## src/rtl/dot_accumulator_pkg.sv

```systemverilog
// Shared defaults and FSM state type for the dot-product accumulator.
package dot_accumulator_pkg;

  localparam int unsigned PROD_W_DEF = 8;
  localparam int unsigned ACC_W_DEF  = 16;
  localparam int unsigned LEN_DEF    = 4;
  localparam int unsigned CNT_W      = 4;

  typedef enum logic {
    ACCUM = 1'b0,
    HOLD  = 1'b1
  } state_e;

endpackage

```

## src/rtl/dot_accumulator_sat_adder.sv

```systemverilog
// Combinational ACC_W-wide signed adder with overflow flag.
// Clamps on overflow when DOT_ACCUMULATOR_SAT_EN is defined, otherwise wraps.
module sat_adder #(
  parameter int unsigned W = 16
) (
  input  logic [W-1:0] a,
  input  logic [W-1:0] b,
  output logic [W-1:0] sum_c,
  output logic         ovf_c
);

  logic [W-1:0] raw;
  logic         ovf;

  always_comb begin
    raw   = a + b;
    ovf   = (a[W-1] == b[W-1]) && (raw[W-1] != a[W-1]);
    ovf_c = ovf;
    sum_c = raw;
`ifdef DOT_ACCUMULATOR_SAT_EN
    // Both operands share a sign on overflow, so a's sign picks the rail.
    if (ovf) begin
      sum_c = a[W-1] ? {1'b1, {(W-1){1'b0}}} : {1'b0, {(W-1){1'b1}}};
    end
`endif
  end

endmodule

```

## src/rtl/dot_accumulator.sv

```systemverilog
// Accumulates LEN signed products (or fewer, on in_last) into one result held
// until handshaken. Optional clamping via DOT_ACCUMULATOR_SAT_EN.
module dot_accumulator
  import dot_accumulator_pkg::*;
#(
  parameter int unsigned PROD_W = PROD_W_DEF,
  parameter int unsigned ACC_W  = ACC_W_DEF,
  parameter int unsigned LEN    = LEN_DEF
) (
  input  logic                     clk,
  input  logic                     rst,
  input  logic                     in_valid,
  output logic                     in_ready,
  input  logic signed [PROD_W-1:0] in_prod,
  input  logic                     in_last,
  output logic                     out_valid,
  input  logic                     out_ready,
  output logic signed [ACC_W-1:0]  out_acc,
  output logic [CNT_W-1:0]         out_cnt,
  output logic                     out_ovf
);

  localparam logic [CNT_W-1:0] LAST_CNT = CNT_W'(LEN - 1);

  state_e             state_q, state_d;
  logic [ACC_W-1:0]   acc_q, acc_d;
  logic [CNT_W-1:0]   cnt_q, cnt_d;
  logic               ovf_q, ovf_d;
  logic               in_ready_q, in_ready_d;
  logic               out_valid_q, out_valid_d;

  logic [ACC_W-1:0]   prod_ext;
  logic [ACC_W-1:0]   sum_c;
  logic               add_ovf_c;
  logic               accept_c;
  logic               release_c;

  assign prod_ext = ACC_W'(in_prod);

  sat_adder #(
    .W (ACC_W)
  ) u_sat_adder (
    .a     (acc_q),
    .b     (prod_ext),
    .sum_c (sum_c),
    .ovf_c (add_ovf_c)
  );

  assign accept_c  = in_valid && in_ready_q;
  assign release_c = out_valid_q && out_ready;

  // Next-state and datapath update
  always_comb begin
    state_d = state_q;
    acc_d   = acc_q;
    cnt_d   = cnt_q;
    ovf_d   = ovf_q;
    if (state_q == ACCUM) begin
      if (accept_c) begin
        acc_d = sum_c;
        cnt_d = cnt_q + CNT_W'(1);
        ovf_d = ovf_q | add_ovf_c;
        if (in_last || (cnt_q == LAST_CNT)) begin
          state_d = HOLD;
        end
      end
    end else begin
      if (release_c) begin
        acc_d   = '0;
        cnt_d   = '0;
        ovf_d   = 1'b0;
        state_d = ACCUM;
      end
    end
    in_ready_d  = (state_d == ACCUM);
    out_valid_d = (state_d == HOLD);
  end

  always_ff @(posedge clk or posedge rst) begin
    if (rst) begin
      state_q     <= ACCUM;
      acc_q       <= '0;
      cnt_q       <= '0;
      ovf_q       <= 1'b0;
      in_ready_q  <= 1'b1;
      out_valid_q <= 1'b0;
    end else begin
      state_q     <= state_d;
      acc_q       <= acc_d;
      cnt_q       <= cnt_d;
      ovf_q       <= ovf_d;
      in_ready_q  <= in_ready_d;
      out_valid_q <= out_valid_d;
    end
  end

  assign in_ready  = in_ready_q;
  assign out_valid = out_valid_q;
  assign out_acc   = acc_q;
  assign out_cnt   = cnt_q;
  assign out_ovf   = ovf_q;

endmodule

```

## config.mk

```make
export PLATFORM = sky130hd
export DESIGN_NAME = dot_accumulator
export DESIGN_NICKNAME = d
export VERILOG_FILES = /design/src/rtl/dot_accumulator_pkg.sv /design/src/rtl/dot_accumulator_sat_adder.sv /design/src/rtl/dot_accumulator.sv
export SDC_FILE = /design/constraint.sdc
export NUM_CORES = 1
export LEC_CHECK = 0
export CORE_ASPECT_RATIO = 0.6
export CORE_MARGIN = 5
export CORE_UTILIZATION = 30
export DETAILED_ROUTE_END_ITERATION = 10
export GPL_ROUTABILITY_DRIVEN = 0
export PLACE_DENSITY = 0.62
export SLEW_MARGIN = 20
export SYNTH_ARGS = -nofsm -noshare
export SYNTH_HDL_FRONTEND = slang
export SYNTH_SLANG_ARGS = --single-unit
```

## constraint.sdc

```tcl
create_clock -name clk -period 3.11 [get_ports clk]
set_input_delay 0.622 -clock clk [delete_from_list [all_inputs] [get_ports clk]]
set_output_delay 0.622 -clock clk [all_outputs]
set_load 0.02 [all_outputs]
```

* Yosys cells after proc, flatten, opt, wreduce, memory -nomap -nowiden *
Cells that the tools add are included.

cells by class
  $add $sub $neg = 2
  bitwise gates (word level) = 2
  reductions and logical operators = 6
  equality and inequality tests = 4
  muxes and demuxes = 13

operators with widths
  kind                                                   count
  2-to-1 mux 16 bit                                      3
  adder 16 bit                                           1
  2-to-1 mux 4 bit                                       3
  2-to-1 mux 1 bit                                       7
  adder 4 x 1 -> 4 bit, second input constant            1
  == test 4 x 2 -> 1 bit, second input constant          1
  logical AND 1 bit                                      3
  inequality test 2 x 1 -> 1 bit, second input constant  1
  AND reduction 2 bit                                    1
  nonzero test 2 bit                                     1
  == test 1 bit                                          1
  logical OR 1 bit                                       1
  inequality test 1 bit                                  1
  NOT 1 bit                                              1
  OR 1 bit                                               1

storage, ports and cells
  bits of input ports = 13
  flip-flop bits (word level) = 23
  logic and storage cells = 32

* Depth between registers and ports, before layout *
  word-level depth = 6
  mapped depth = 8
  mapped depth without buffers = 8

* Hierarchy *
Synthesis repeated with hierarchy kept, for this count alone.

second synthesis, totals
  cell total of the unflattened synthesis = 193
  area, all modules = 1652.8 um^2

by module, submodules not included
  module           times used  seq. area each (um^2)  cells each  area an instance (um^2)
  dot_accumulator  1           576.8                  100         955.9
  sat_adder        1           0.0                    93          696.9

* Least setup slack after synthesis *
OpenSTA, ideal clock, no wires.

  path type = input-to-reg
  from = input in_prod[7]
  to = register acc_q[15], in the netlist out_acc[15]
  path slack = 0.647 ns
  stages on the path = 7
  path buffers = 0
  library setup time = 0.069 ns
  data arrival time = 2.394 ns
  required time = 3.041 ns
  path through = ha_1 a21o_1 a31o_1 a211o_1 and3_4 or4_1 nand3_1

between the ends
  cells in the longest elaborated chain, start to end = 3

ends and longest elaborated chain
  what                    line                             RTL
  start: declaration      dot_accumulator.sv:14            input logic signed [PROD_W-1:0] in_prod,
  adder 16 bit            dot_accumulator_sat_adder.sv:16  raw = a + b;
  2-to-1 mux 16 bit       dot_accumulator.sv:59            if (accept_c) begin
  2-to-1 mux 16 bit       dot_accumulator.sv:58            if (state_q == ACCUM) begin
  end signal: assignment  dot_accumulator.sv:82            acc_q <= '0;
  end signal: assignment  dot_accumulator.sv:89            acc_q <= acc_d;
  end: declaration        dot_accumulator.sv:26            logic [ACC_W-1:0] acc_q, acc_d;

Every way passes these cells. The select of a mux whose other input is x is not followed.
A chain may end at the register's enable or synchronous reset.

* Final worst setup path *
Same ends and word-level chain as after synthesis.

==> impl_metrics.json <==
{
  "numClockSinks": 23,
  "grt_pass1_wl_mm": 7.534,
  "hold_path_class": "reg -> reg",
  "dieArea_mm2": 0.007105,
  "seqPwrFrac_pct": 25.3,
  "setup_viol": 0,
  "max_slew_margin_pct": 54.32,
  "synth_cells": 184,
  "port_buffers": 35,
  "drc": 0,
  "area_growth_pct": 33.21,
  "ant_nets": 0,
  "start_util_pct": 31.71,
  "layout_setup_ws_ns": 0.2893,
  "crit_arrival_ns": 3.03,
  "worstSetupEndpointType": "flip-flop",
  "critical_path_class": "in -> reg",
  "path_clk_slew_ns": 0.09,
  "outcome": "finished, final reports clean",
  "worstSkewPairLatency_ns": 0.27,
  "hold_viol": 0,
  "totalPowerFinal_mw": 2.201,
  "grt_overflow": 0,
  "core_area_mm2": 0.005180,
  "ys_seq_elements": 23,
  "h-tree-depth": 1,
  "drv_slew": 0,
  "grt_pass1_vias": 1519,
  "synth-edff-count": 0,
  "drtPass1Iterations": 4,
  "p_sw_mw": 1.014,
  "intPower_mw": 1.186,
  "synth_ff_type": "dfrtp_1",
  "avgSynthCellArea_um2": 8.928,
  "tightest_slew_ns": 0.6832,
  "synthDistinctLibCells": 45,
  "finalSetupTns_ns": 0,
  "cp.required_ns": 3.32,
  "ir_drop_mv": 0.3478,
  "clock_path_buffers": 2,
  "cellLeakagePower_nw": 0.9539,
  "fin_skew_ns": 0.002150,
  "cts_root_buf": "clkbuf_8",
  "rows": 20,
  "cts-buffers-inserted": 3,
  "synth_largest_area_cell": "dfrtp_1",
  "cp_max_fo": 8,
  "switching_share_pct": 46.09,
  "rsz0062_at_grt": "no",
  "die_h_um": 67.32,
  "antenna_found_initial": 0,
  "vias": 1583,
  "synthArstFlopShare_pct": 100.0,
  "place_inst": 290,
  "cts_hold_buf": 0,
  "syn-num-nets": 214,
  "cap_violations": 0,
  "pre_cts_slack_ns": 0.02540,
  "final_cells": 294,
  "dp_hpwl_mm": 3.355,
  "cpPeakStageDelay_ns": 0.50,
  "synthMostInstantiatedCell": "nand3_1",
  "grt_usage_pct": 13.05,
  "yosysWarnings": 0,
  "nets": 259,
  "wl_per_cell_um": 15.08,
  "synth-seq-area-share_pct": 35.11,
  "ctsResizeCount": 0,
  "synth_top_area_share_pct": 33.51,
  "p_per_area_mw_per_mm2": 1006,
  "synthTopCellsByArea": "dfrtp_1 34%, ha_1 12%, nand3_1 7.3%, xor2_1 3.7%, a21oi_1 3.7%",
  "comb_power_share_pct": 65.8,
  "path_cells": "clkdlybuf4s50_1 > buf_4 > ha_1 > a21oi_1 > o211ai_1 > a211o_1 > and3_4 > or4_1 > nand3_1",
  "synth_common_cells": "24 x nand3_1, 22 x dfrtp_1, 16 x ha_1, 16 x nand2_1",
  "layout-drive-gt1-share_pct": 10.09,
  "avgViaCountPerCell": 5.384,
  "finalHoldWorstSlack_ns": 0.5127,
  "finalCritPeriodShare_pct": 90.70,
  "pin_count": 36,
  "die_w_um": 105.5,
  "drtIter0Drc": 83,
  "cp_slowest_cell": "clkdlybuf4s50_1",
  "final.min_clock_period_ns": 2.821,
  "wl_mm": 4.434,
  "grt_max_degree": 24,
  "cts_tree": "built",
  "cts_setup_buffers": 0,
  "startpoint_type": "input pin",
  "pwr-share-clk_pct": 8.9,
  "antenna_cells": 0,
  "netlist_area_mm2": 0.001643,
  "fmax_mhz": 354.5
}
[path summary, 6_finish.rpt]
path | start | to | depth (start not counted) | slack [ns]
setup / recovery | in_prod[7] | out_acc[15] | 9 | 0.29
hold / removal | out_ovf | out_ovf | 2 | 0.51
setup reg to reg | out_acc[6] | out_acc[15] | 7 | 0.76
hold reg to reg | out_ovf | out_ovf | 2 | 0.51
max in group asynchronous | rst | in_ready | 3 | 2.12
min in group asynchronous | rst | out_cnt[2] | 3 | 0.69
[sequential cells by signal, indices dropped and copies added (netlist names)]
signal,flops
out_valid,1
out_cnt,4
out_ovf,1
in_ready,1
out_acc,16
[power by group through the flow]
| stage | clock network [mW] | logic [mW] | registers [mW] |
|---|---|---|---|
| after floorplan | 0 | 0.764 | 0.690 |
| after global placement | 0 | 1.43 | 0.562 |
| after detailed placement | 0 | 1.44 | 0.563 |
| after CTS | 0.205 | 1.45 | 0.559 |
| after global routing | 0.220 | 1.60 | 0.585 |
| final | 0.195 | 1.45 | 0.557 |
[worst max-delay path, delay by kind of cell]
family	cells	cell delay, ns
simple gates	3	0.74
buf+inv	2	0.72
compound gates	3	0.58
fa+ha+maj	1	0.35
[stage by stage]
step | utilization [%] | cell area [um2]
2_1_floorplan | - | 1643
3_3_place_gp | 41.30 | 2140
3_5_place_dp | 41.30 | 2140
4_1_cts | 42.25 | 2188
5_1_grt | 42.25 | 2188
6_report | 42.25 | 2188
[cell type report]
cell class / count / area, um2
Clock buffer: 3 / 41.29
Timing Repair Buffer: 47 / 440.4
Fill cell: 509 / 2992
Tap cell: 66 / 82.58
Sequential cell: 23 / 576.8
Multi-Input combinational cell: 146 / 1010
Inverter: 8 / 30.03
Clock inverter: 1 / 7.507
[cells in the final DEF, fill, tap and decap left out, types with 2 or more instances in the layout]
master | Yosys | routed
o21ai_0 | 12 | 12
buf_4 | 0 | 12
o21bai_1 | 2 | 2
and3_1 | 2 | 2
xor2_1 | 7 | 7
clkbuf_8 | 0 | 3
ha_1 | 16 | 16
xnor2_1 | 2 | 2
nand2b_1 | 2 | 2
or4_1 | 2 | 2
o211ai_1 | 5 | 5
a21o_1 | 4 | 4
nor3_1 | 3 | 3
o21ai_1 | 4 | 4
nand2_1 | 16 | 16
nor2_1 | 3 | 3
nand3_1 | 24 | 24
clkdlybuf4s50_1 | 0 | 35
nand4_1 | 5 | 5
a21oi_1 | 12 | 12
inv_1 | 8 | 8
a211oi_1 | 2 | 2
dfrtp_1 | 22 | 22
[logic make-up after synthesis]
logic type	share of synthesized area (%)
xor gates and xnor gates	4.798
AOI/OAI and AO/OA	24.75
adders and majority gates	13.40
and+or+nand+nor	18.51
DFF	35.11
buffers and inverters	3.428
[per-layer routing]
layer,part of all wire [%],wire [um],GRT usage [%]
met1,56,2466,20.10
met2,37,1660,18.49
met3,6.9,307,3.725
met4,0,0,0.9693
met5,0,0,0
No activity file was read; power rests on OpenSTA's default activity.
==> patch: new RTL, same flow settings <==
The package constant `CNT_W` goes from 4 to 6.
--- a/src/rtl/dot_accumulator_pkg.sv
+++ b/src/rtl/dot_accumulator_pkg.sv
@@ -6,3 +6,3 @@
   localparam int unsigned LEN_DEF    = 4;
-  localparam int unsigned CNT_W      = 4;
+  localparam int unsigned CNT_W      = 6;
 
Interface: changed (resized out_cnt); port bits go from 36 to 38. The function was not compared with the original's and may differ.
==> patch against the unedited design <==
  * Wire length shrank 0.29%
  * Sequential power up 3.9%
  * Power fell by 3.0%
  * Worst setup slack better by 7.1 ps
  * Clock power is 7% higher
  * Sequential cell count is 2 higher
  * Area after synthesis increased by 5.5%
  * Cell area up 3.8%
  * Critical endpoint is now out_acc[10]
  * Largest cell class unchanged
==> patch: results (changes against the unedited design) <==
stage,metric,value,unit,change
outcome,run status,"finished, final reports clean",,
synthesis,post-synthesis adder-cell area fraction,12.7,%,-0.70 points
power,maximum VDD drop,0.317,mV,-8.8%
critical_path,R2R Setup Slk,660,ps,-100 ps
global_routing,first-pass GRT wire length,7.52,mm,-0.17%
synthesis,Synth Area in XOR/XNOR,5.05,%,+0.26 points
critical_path,worst-path fanout max,4,,-4
global_routing,initial antenna violation count,0,,unchanged
cells_and_area,FILL cells,578,,+14%
cells_and_area,max FFs per register,16,,unchanged
synthesis,post-synthesis sequential area ratio,36.2,%,+1.1 points
cells_and_area,Final #Nets,264,,+1.9%
critical_path,Worst Setup SP,in_prod[0],,
critical_path,Worst R2R Path Depth,8,,+1
cts,maximum buffer depth of the clock tree,2,,unchanged
placed_design,"worst slack, placed",13.5,ps,-11.9 ps
synthesis,syn avg cell area,8.98,sq um,+0.56%
power,Seq pwr share,27.1,%,+1.8 points
critical_path,CP max stage cell,fa_1,,
synthesis,"top cells by count, synth","24 x dfrtp_1, 20 x nand3_1, 16 x ha_1",,
detailed_routing,Routed WL,4.42,mm,-0.29%
critical_path,max incr delay on CP,440,ps,-60 ps
timing,skew final,6.11,ps,+3.96 ps
synthesis,multiplexer share of the synthesized area,2.89,%,+2.9 points
detailed_routing,Wirelength per Cell,14.1,um,-6.3%
power,Cell Int Power,1.16,mW,-2.0%
placed_design,area after detailed placement,0.00222,sq mm,+3.9%
placed_design,Inst Count DP,309,,+6.6%
synthesis,most area-consuming cells after synthesis,"dfrtp_1 35%, ha_1 12%, nand3_1 5.8%, a21oi_1 3.5%, o21ai_0 3.5%",,
cells_and_area,share of layout cells above drive strength 1,7.73,%,-2.4 points
timing,WHS,506,ps,-6.78 ps
global_routing,largest net degree at the start of global routing,26,,+8.3%
synthesis,Syn Nets,223,,+4.2%
global_routing,vias in the first global route,1451,,-4.5%
critical_path,Setup crit end,out_acc[10],,
timing,period utilization,90.5,%,-0.23 points
power,Combinational Power Share,63.1,%,-2.7 points
critical_path,Top delay family on crit path,compound AO/OA/AOI/OAI gates,,
power,switching fraction of total power,45.5,%,-0.58 points
cells_and_area,fin area,0.00227,sq mm,+3.8%
detailed_routing,1st-iter DRT viols,67,,-19%
global_routing,gr usage total,12.9,%,-0.16 points
synthesis,Yosys cell types,41,,-8.9%
synthesis,compound-cell area share of the yosys netlist,22.4,%,-2.4 points
timing,Slew HR,69.3,%,+15 points
power,Leakage,0.987,nW,+3.5%
detailed_routing,Avg Vias per Cell,4.96,,-8.0%
patch: final cells by class:
type | instances | area share [%]
timing repair buffer | 43 | 18.3
clock buffer | 3 | 1.82
multi-input combinational | 156 | 46.7
sequential | 25 | 27.6
tap | 80 | 4.41
inverter | 5 | 0.826
clock inverter | 1 | 0.331
patch: layer usage:
layer | track usage [%] | wire (um) | vias up | part of all wire, %
li1 | - | - | 796 | -
met1 | 19.3 | 2500 | 716 | 56
met2 | 18.4 | 1610 | 37 | 36
met3 | 3.91 | 301 | 2 | 6.8
met4 | 1.89 | 18 | 0 | 0.41
met5 | 0 | 0 | - | 0
patch: cells by family (layout without fill, tap and decap cells):
| group | count (synthesis) | count (layout) |
|---|---|---|
| mux | 5 | 5 |
| buf+inv | 12 | 52 |
| compound gates | 60 | 60 |
| simple gates | 64 | 64 |
| flops | 25 | 25 |
| xor+xnor | 10 | 10 |
| fa+ha+maj | 17 | 17 |
